--- src/rtl/fl2int_seq.sv ---
// Sequential float-to-integer converter: operand {s, e, m} = (-1)^s * m * 2^e, one shift per cycle.
// Defining FL2INT_SAT_EN saturates out on overflow; otherwise out wraps modulo 2^NUBITS.
module fl2int_seq #(
    parameter int EXP    = 8,
    parameter int MAN    = 23,
    parameter int NUBITS = 32
) (
    input  logic                   clk,
    input  logic                   rst,
    input  logic                   start,
    input  logic [MAN+EXP:0]       in,
    output logic                   busy,
    output logic                   done,
    output logic [NUBITS-1:0]      out,
    output logic                   ovf
);

    localparam int KW = $clog2(NUBITS);

    typedef enum logic [1:0] {
        IDLE  = 2'd0,
        SHIFT = 2'd1,
        DONE  = 2'd2
    } state_t;

    state_t              state_q;
    logic [NUBITS:0]     acc_q;
    logic [KW-1:0]       k_q;
    logic                left_q;
    logic                neg_q;
    logic                sticky_q;
    logic [NUBITS-1:0]   out_q;
    logic                ovf_q;
    logic                done_q;

    logic                in_s;
    logic signed [EXP-1:0] e_s;
    logic [MAN-1:0]      in_m;
    int                  e_int;

    logic [NUBITS:0]     acc_ld_d;
    logic [KW-1:0]       k_ld_d;
    logic                sticky_ld_d;
    logic                ovf_d;
    logic [NUBITS-1:0]   res_d;

    assign in_s  = in[MAN+EXP];
    assign e_s   = in[MAN+EXP-1:MAN];
    assign in_m  = in[MAN-1:0];
    assign e_int = int'(e_s);

    // Exponents outside the shiftable window collapse to a zero accumulator; a too-large
    // exponent with a non-zero mantissa is flagged as overflow from the start.
    always_comb begin
        acc_ld_d    = (NUBITS+1)'(in_m);
        k_ld_d      = '0;
        sticky_ld_d = 1'b0;
        if (e_int >= 0 && e_int <= NUBITS-1) begin
            k_ld_d = KW'(e_int);
        end else if (e_int < 0 && e_int > -MAN) begin
            k_ld_d = KW'(-e_int);
        end else if (e_int >= NUBITS) begin
            acc_ld_d    = '0;
            sticky_ld_d = (in_m != '0);
        end else begin
            acc_ld_d = '0;
        end
    end

    // Magnitude >= 2^(NUBITS-1) overflows, including the exactly-representable -2^(NUBITS-1).
    always_comb begin
        ovf_d = sticky_q | acc_q[NUBITS] | acc_q[NUBITS-1];
        res_d = neg_q ? -acc_q[NUBITS-1:0] : acc_q[NUBITS-1:0];
`ifdef FL2INT_SAT_EN
        if (ovf_d) begin
            res_d = neg_q ? {1'b1, {(NUBITS-1){1'b0}}} : {1'b0, {(NUBITS-1){1'b1}}};
        end
`endif
    end

    // NOTE: all state uses non-blocking assignments so every register samples pre-edge values.
    always_ff @(posedge clk or posedge rst) begin
        if (rst) begin
            state_q  <= IDLE;
            acc_q    <= '0;
            k_q      <= '0;
            left_q   <= 1'b0;
            neg_q    <= 1'b0;
            sticky_q <= 1'b0;
            out_q    <= '0;
            ovf_q    <= 1'b0;
            done_q   <= 1'b0;
        end else begin
            done_q <= 1'b0;
            case (state_q)
                IDLE: begin
                    if (start) begin
                        state_q  <= SHIFT;
                        acc_q    <= acc_ld_d;
                        k_q      <= k_ld_d;
                        left_q   <= (e_int >= 0);
                        neg_q    <= in_s;
                        sticky_q <= sticky_ld_d;
                    end
                end
                SHIFT: begin
                    if (k_q == '0) begin
                        state_q <= DONE;
                        out_q   <= res_d;
                        ovf_q   <= ovf_d;
                        done_q  <= 1'b1;
                    end else begin
                        k_q <= k_q - 1'b1;
                        if (left_q) begin
                            acc_q    <= {acc_q[NUBITS-1:0], 1'b0};
                            sticky_q <= sticky_q | acc_q[NUBITS];
                        end else begin
                            acc_q <= {1'b0, acc_q[NUBITS:1]};
                        end
                    end
                end
                DONE: begin
                    state_q <= IDLE;
                end
                default: begin
                    state_q <= IDLE;
                end
            endcase
        end
    end

    assign busy = (state_q != IDLE);
    assign done = done_q;
    assign out  = out_q;
    assign ovf  = ovf_q;

endmodule
--- config.mk ---
export PLATFORM = sky130hd
export DESIGN_NAME = fl2int_seq
export DESIGN_NICKNAME = d
export VERILOG_FILES = /design/src/rtl/fl2int_seq.sv
export SDC_FILE = /design/constraint.sdc
export NUM_CORES = 1
export LEC_CHECK = 0
export BUFFER_PORTS_ARGS = -buffer_cell sky130_fd_sc_hd__buf_2
export CORE_ASPECT_RATIO = 0.7
export CORE_MARGIN = 2
export CORE_UTILIZATION = 44
export DETAILED_ROUTE_END_ITERATION = 16
export PLACE_DENSITY = 0.75
export SETUP_SLACK_MARGIN = 0.3
export SYNTH_ARGS = -nofsm -noshare
export SYNTH_HDL_FRONTEND = slang
export SYNTH_SLANG_ARGS = --single-unit
--- constraint.sdc ---
create_clock -name clk -period 7.05 [get_ports clk]
set_input_delay 1.0575 -clock clk [delete_from_list [all_inputs] [get_ports clk]]
set_output_delay 1.0575 -clock clk [all_outputs]
set_load 0.02 [all_outputs]
==> impl_results.md, run 1 <==
* Post-synthesis compound-gate area fraction at 0.187
* Syn_nets at 553
* GP Congestion at 0.855
* Gates resized, CTS repair at 0
* Arr. time, crit path at 3.48 ns
* R2R Path Start: k_q[2]
* # IOs at 70
* Slew Viols, Final at 0
* Post-Synth XOR/XNOR Area at 0.0568
* Ys async rst share at 1.00
* Clock sinks at 77
* Height of the die at 88.4 um
* Footprint of the multi-input gates at 2340 sq um
* Register area at 1930 sq um
* Maximum clock rate at 311 MHz
* Final ANT Viol Nets at 0
* Cell family with most CP delay: compound AO/OA/AOI/OAI gates
* WL/cell at 16.0 um
* Max_cap viols at 0
* Synth Flop Type: dfrtp_1
* GR Overflow Total at 0
* Status: finished, final reports clean
* Setup_tns at 0 ns
* Tcrit/Tclk final at 0.457
* CTS H-tree lvls at 3
* Final nets at 594
* Crit end category: register
* Syn Area/Cell at 8.72 sq um
* WL final at 11000 um
* Hold path depth at 2
* First-pass GRT wire length at 18100 um
* Reg2Reg Setup Slack at 3.83 ns
* Row count at 30
* Diodes inserted at 0
* Worst-path fanout max at 49
* Die ar. at 11000 sq um
* Flops & latches, synth at 77
* Post-CTS setup buffer count at 0
* Die W at 125 um
* Setup ws final at 3.83 ns
* Mapped Cells at 513
* Clk slew on worst S/H paths at 0.06 ns
* DRT iter0 DRCs at 268
* Via/cell ratio at 5.65
* Clock Skew at 0.00479 ns
* VDD IR max at 0.000263 V
* Buffers plus inverters on the worst setup path at 1
* R2r endpoint: acc_q[7]
* Endpoints failing hold at 0
* Core Util, Final at 0.529
* Multiplexer share of the synthesized area at 0.0741
* Largest family of logic cells by synthesized area: simple AND/OR/NAND/NOR gates
* Growth of design area from synthesis to finish at 15.9%
* Simple-Gate Fraction of Synth Area at 0.191
* Final setup violation count at 0
* Vias at 3876
* Sequential share of the synthesized area at 0.431
* Slew HR at 0.203
* Initial antenna violation count at 0
* Slowest-stage cell, CP: a311o_1
* Largest net degree at the start of global routing at 78
* CTS tree: yes
* Crit path largest cell delay at 0.96 ns
* Vias in the first global route at 3555
* Leakage power at 0.00243 uW
* Mapped cell area at 4470 sq um
* Cells along the critical path: nor3_1, a311o_1, inv_1, o21ai_0, a21oi_1, nor2_1
* CORE AREA at 9800 sq um
* Most frequent cells in the layout: dfrtp_1 (77), buf_2 (69), o21ai_0 (67)
* RSZ-0062 raised after global routing: false
* Root buf cell: clkbuf_16
* CTS Buf Count at 9
* Hold Path Origin: out[0]
* Startpoint Class: register
* Hold Path Sink: out[0]
* Post-cts hold buffer count at 0
* Ys Warns at 0
* DP Worst Slack at 3.54 ns
* Synth unique cells at 46
* DRC at 0
* Commonest non-fill, non-tap cell in the layout: dfrtp_1
* Share of cells above drive strength 1 at 0.185
* Post-DP HPWL at 7750 um
* Fillcell total at 876
* Starting Density at 0.457
* Reg2Reg Depth at 6
* PortBufs at 69
* Crit path time final at 3.22 ns
* Worst slew pin tran at 1.19 ns
* Hold crit path type: reg -> reg
* CP Class: reg -> reg
* Worst Path Required at 7.31 ns
* Tot GR Track Use at 0.208
* Pre-Repair DR Iteration Count at 5
* P per Cell Area at 536 nW/um^2
* Worst skew pair latency at 0.33 ns
* Synth Area in Adders at 0.0140
* CTS Buffer Depth at 2
* Number of flops mapped to enable cells by yosys at 0
## cell type report
class | instances | area share
Tap cell | 128 | 0.0309
Inverter | 10 | 0.00724
Multi-Input combinational cell | 382 | 0.452
Clock inverter | 3 | 0.0130
Sequential cell | 77 | 0.372
Timing Repair Buffer | 74 | 0.0739
Clock buffer | 12 | 0.0514
## logic make-up after synthesis
| logic type | after synthesis |
|---|---|
| and+or+nand+nor | 175 |
| AOI/OAI and AO/OA | 140 |
| DFF | 77 |
| buffers and inverters | 54 |
| muxes | 33 |
| xor gates and xnor gates | 29 |
| adders and majority gates | 5 |
## worst register-to-register path, cell delays in order (launching register included)
cell     delay, ns
dfrtp_1       0.42
nor3_1        0.42
a311o_1       0.96
inv_1         0.87
o21ai_0       0.31
a21oi_1       0.06
nor2_1        0.11
## cells in the mapped netlist, types with 2 or more instances
master    number  area, sq um
a21oi_1       35          175
buf_1          9         33.8
buf_2          3         15.0
clkbuf_1      31          116
dfrtp_1       77         1930
ha_1           5         62.6
inv_1         10         37.5
mux2i_1       32          320
nand2_1       53          199
nand2b_1       4         25.0
nand3_1       12         60.1
nand4_1        6         37.5
nor2_1        61          229
nor2b_1        5         31.3
nor3_1         8         40.0
nor3b_1        3         22.5
nor4_1         7         43.8
nor4_2         2         25.0
nor4_4         2         42.5
o21ai_0       67          335
o21ai_1        4         20.0
o311ai_0       2         17.5
o31ai_1       18          135
o41ai_1        4         35.0
o41ai_2        2         32.5
or3_1          4         25.0
xnor2_1        2         17.5
xor2_1        27          236
## sequential cells by signal, indices dropped and copies added, names as in the netlist
register / flops
left_q: 1
neg_q: 1
state_q: 2
k_q: 5
ovf: 1
out: 32
acc_q: 33
done: 1
sticky_q: 1
## where the power goes
| group | total [uW] | switching [uW] | internal [uW] |
|---|---|---|---|
| Combinational | 1350 | 833 | 520 |
| Clock | 511 | 174 | 337 |
| Sequential | 917 | 272 | 645 |
| Total | 2780 | 1280 | 1500 |
## worst max path at each step
| stage | startpoint | end | slack [ns] | cells past startpoint |
|---|---|---|---|---|
| after global placement | start | acc_q[7] | 3.67 | 7 |
| after detailed placement | start | acc_q[12] | 3.54 | 7 |
| after CTS | start | acc_q[12] | 3.88 | 7 |
| after global routing | k_q[2] | acc_q[7] | 3.39 | 6 |
| after floorplan | rst | acc_q[0] | 4.03 | 1 |
| final | k_q[2] | acc_q[7] | 3.83 | 6 |
## metrics by stage
| stage | cell area (sq um) | cells | hold WS [ns] | total power (uW) |
|---|---|---|---|---|
| 2_1_floorplan | 4470 | 513 | 0.492 | 1920 |
| 3_3_place_gp | 4850 | 671 | 0.455 | 2200 |
| 3_5_place_dp | 4850 | 671 | 0.465 | 2260 |
| 4_1_cts | 5180 | 686 | 0.478 | 2780 |
| 5_1_grt | 5180 | 686 | 0.506 | 3020 |
| 6_report | 5180 | 686 | 0.471 | 2780 |
## layer usage
| metal | wire, um | track usage |
|---|---|---|
| met1 | 5420 | 0.299 |
| met2 | 4490 | 0.308 |
| met3 | 930 | 0.0556 |
| met4 | 136 | 0.0674 |
| met5 | 0 | 0 |
No activity file was read; power rests on OpenSTA's default activity.
==> run 2, diff against run 1 <==
--- a/config.mk
+++ b/config.mk
@@ -5,6 +5,7 @@
 export SDC_FILE = /design/constraint.sdc
 export NUM_CORES = 1
 export LEC_CHECK = 0
+export ABC_AREA = 1
 export BUFFER_PORTS_ARGS = -buffer_cell sky130_fd_sc_hd__buf_2
 export CORE_ASPECT_RATIO = 0.7
 export CORE_MARGIN = 2
==> constraint.sdc (replaced) <==
create_clock -name clk -period 3.3 [get_ports clk]
set_input_delay 0.495 -clock clk [delete_from_list [all_inputs] [get_ports clk]]
set_output_delay 0.495 -clock clk [all_outputs]
set_load 0.02 [all_outputs]
==> run 2 against run 1 <==
  * Sequential share of layout area decreased by 1.4 points
  * Register-to-register slack worse by 2.8 ns
  * Highest routed layer unchanged
  * Via count increased by 16%
  * Setup slack got worse by 2.8 ns
  * Clock skew up 0.0059 ns
  * Clock power up 100%
  * Cell area is 3.9% higher
  * Fmax grew 42%
  * First-iteration DRC count grew 78%
  * Hold slack got worse by 0.15 ns
  * Die area is 4.9% higher
==> impl_results.md, run 2 <==
* Mapped cell area at 4700 sq um
* Slew HR at 0.459
* WL/cell at 15.6 um
* Flops & latches, synth at 77
* Mapped Cells at 619
* Clock Skew at 0.0106 ns
* CP Class: reg -> reg
* PortBufs at 69
* Routing usage on met1 at 0.334
* P per Cell Area at 1140 nW/um^2
* CTS tree: yes
* DRT iter0 DRCs at 478
* Top cell type's share of synthesized area at 0.410
* Syn Area/Cell at 7.60 sq um
* Via/cell ratio at 5.54
* Initial antenna violation count at 0
* Final ANT Viol Nets at 0
* Leakage power at 0.00263 uW
* Reg2Reg Setup Slack at 1.03 ns
* Maximum clock rate at 441 MHz
* Tcrit/Tclk final at 0.687
* Most frequent cell after synthesis: nand2_1
* # IOs at 70
* Fillcell total at 985
* Clock sinks at 77
* VDD IR max at 0.000468 V
* Max FFs per register at 33
* Most frequent cells in the layout: nand2_1 (127), dfrtp_1 (77), nand3_1 (71)
* Worst-path fanout max at 18
* Ys async rst share at 1.00
* Max_cap viols at 0
* Synth area leaders: dfrtp_1 (41%), nand2_1 (10%), nand3_1 (7.6%), o21ai_0 (5.5%), nor2_1 (5.1%)
* Starting Density at 0.454
* RSZ-0062 raised after global routing: false
* Synth unique cells at 36
* Biggest register: acc_q
* Pre-Repair DR Iteration Count at 5
* Commonest cells post-synth: nand2_1 (127), dfrtp_1 (77), nand3_1 (71)
* Growth of design area from synthesis to finish at 14.5%
* Vias at 4493
* Area leader, netlist: dfrtp_1
* Startpoint Class: register
* Die W at 128 um
* Syn_nets at 659
* Final setup violation count at 0
* Commonest non-fill, non-tap cell in the layout: nand2_1
* Post-DP HPWL at 8860 um
* Gates resized, CTS repair at 0
* Setup_tns at 0 ns
* Tot GR Track Use at 0.231
* Slew Viols, Final at 0
* GP Congestion at 0.906
* Status: finished, final reports clean
* Crit end category: register
* DRC at 0
* GR Overflow Total at 0
* Root buf cell: clkbuf_16
* M2 GR Usage at 0.340
* Footprint of the multi-input gates at 2360 sq um
* Worst slew pin tran at 0.810 ns
* WL final at 12700 um
* First-pass GRT wire length at 21200 um
* Diodes inserted at 0
* Synth Flop Type: dfrtp_1
* Sequential share of the synthesized area at 0.410
* Arr. time, crit path at 2.48 ns
* GR Util met3 at 0.0551
* Overall power at 6160 uW
* CTS H-tree lvls at 3
* Number of flops mapped to enable cells by yosys at 0
* Height of the die at 90.5 um
* CORE AREA at 10400 sq um
* Hold crit path type: in -> async
* CTS Buffer Depth at 2
* Clk slew on worst S/H paths at 0.06 ns
* Post-cts hold buffer count at 0
* Share of cells above drive strength 1 at 0.174
* Largest net degree at the start of global routing at 53
* Worst Path Required at 3.52 ns
* Endpoints failing hold at 0
* Register area at 1930 sq um
* Core Util, Final at 0.520
* Final nets at 714
* GRT busiest layer: met2
* Worst skew pair latency at 0.34 ns
* Row count at 31
* Post-CTS setup buffer count at 0
* Vias in the first global route at 4279
* Ys Warns at 0
* Die ar. at 11500 sq um
* Crit path time final at 2.27 ns
* CTS Buf Count at 9
run 2: cell count changes after synthesis, sizes merged, moves of 8 or more:
cell    previous run  this run
nor4              11         1
clkbuf            31        17
o31ai             18         1
xor2              27        18
nand3             12        71
o211ai             1         9
mux2i             32         0
a22oi              1        24
nand2             53       129
inv               10        55
run 2: cell families after synthesis:
logic type | after synthesis | share of synthesized area
compound gates | 145 | 0.190
fa+ha+maj | 5 | 0.0133
xor+xnor | 18 | 0.0335
flops | 77 | 0.410
simple gates | 286 | 0.264
buf+inv | 88 | 0.0894
run 2: layout make-up:
class / instances / area share
sequential: 77 / 0.358
inverter: 56 / 0.0400
tap: 132 / 0.0307
timing repair buffer: 76 / 0.0762
clock buffer: 13 / 0.0502
clock inverter: 3 / 0.00790
multi-input combinational: 454 / 0.437
run 2: stage by stage:
stage	setup WS, ns	cells	hold WS, ns	cell area [sq um]
2_1_floorplan	0.838	619	0.449	4700
3_3_place_gp	1.08	795	0.461	5070
3_5_place_dp	1.05	795	0.465	5070
4_1_cts	1.04	811	0.365	5390
5_1_grt	0.826	811	0.404	5390
6_report	1.03	811	0.319	5390
run 2: where the power goes:
| group | switching (uW) | internal (uW) |
|---|---|---|
| sequential | 331 | 1420 |
| clock | 382 | 646 |
| combinational | 2270 | 1110 |
| total | 2980 | 3180 |
run 2: path summary, 6_finish.rpt:
kind	startpoint	endpoint	cells past startpoint
worst max-delay path	k_q[0]	out[31]	8
worst min-delay path	rst	out[20]	2
worst max register to register	k_q[0]	out[31]	8
worst min register to register	out[16]	out[16]	2
max in group asynchronous	rst	acc_q[2]	3
min in group clk	in[31]	neg_q	3
run 2: metal layers:
metal | vias up | wire length [um]
met5 | - | 0
met4 | 0 | 190
met3 | 17 | 883
met2 | 183 | 5520
met1 | 2102 | 6080
li1 | 2191 | -
run 2: worst max-delay path: stages, from the launching register on:
cell and delay [ns]:
dfrtp_1 0.32, inv_1 0.08, ha_1 0.20, nand2_1 0.06
nor2_1 0.06, nand2_1 0.44, clkinv_1 0.62, nand3_1 0.27
nand2_1 0.08
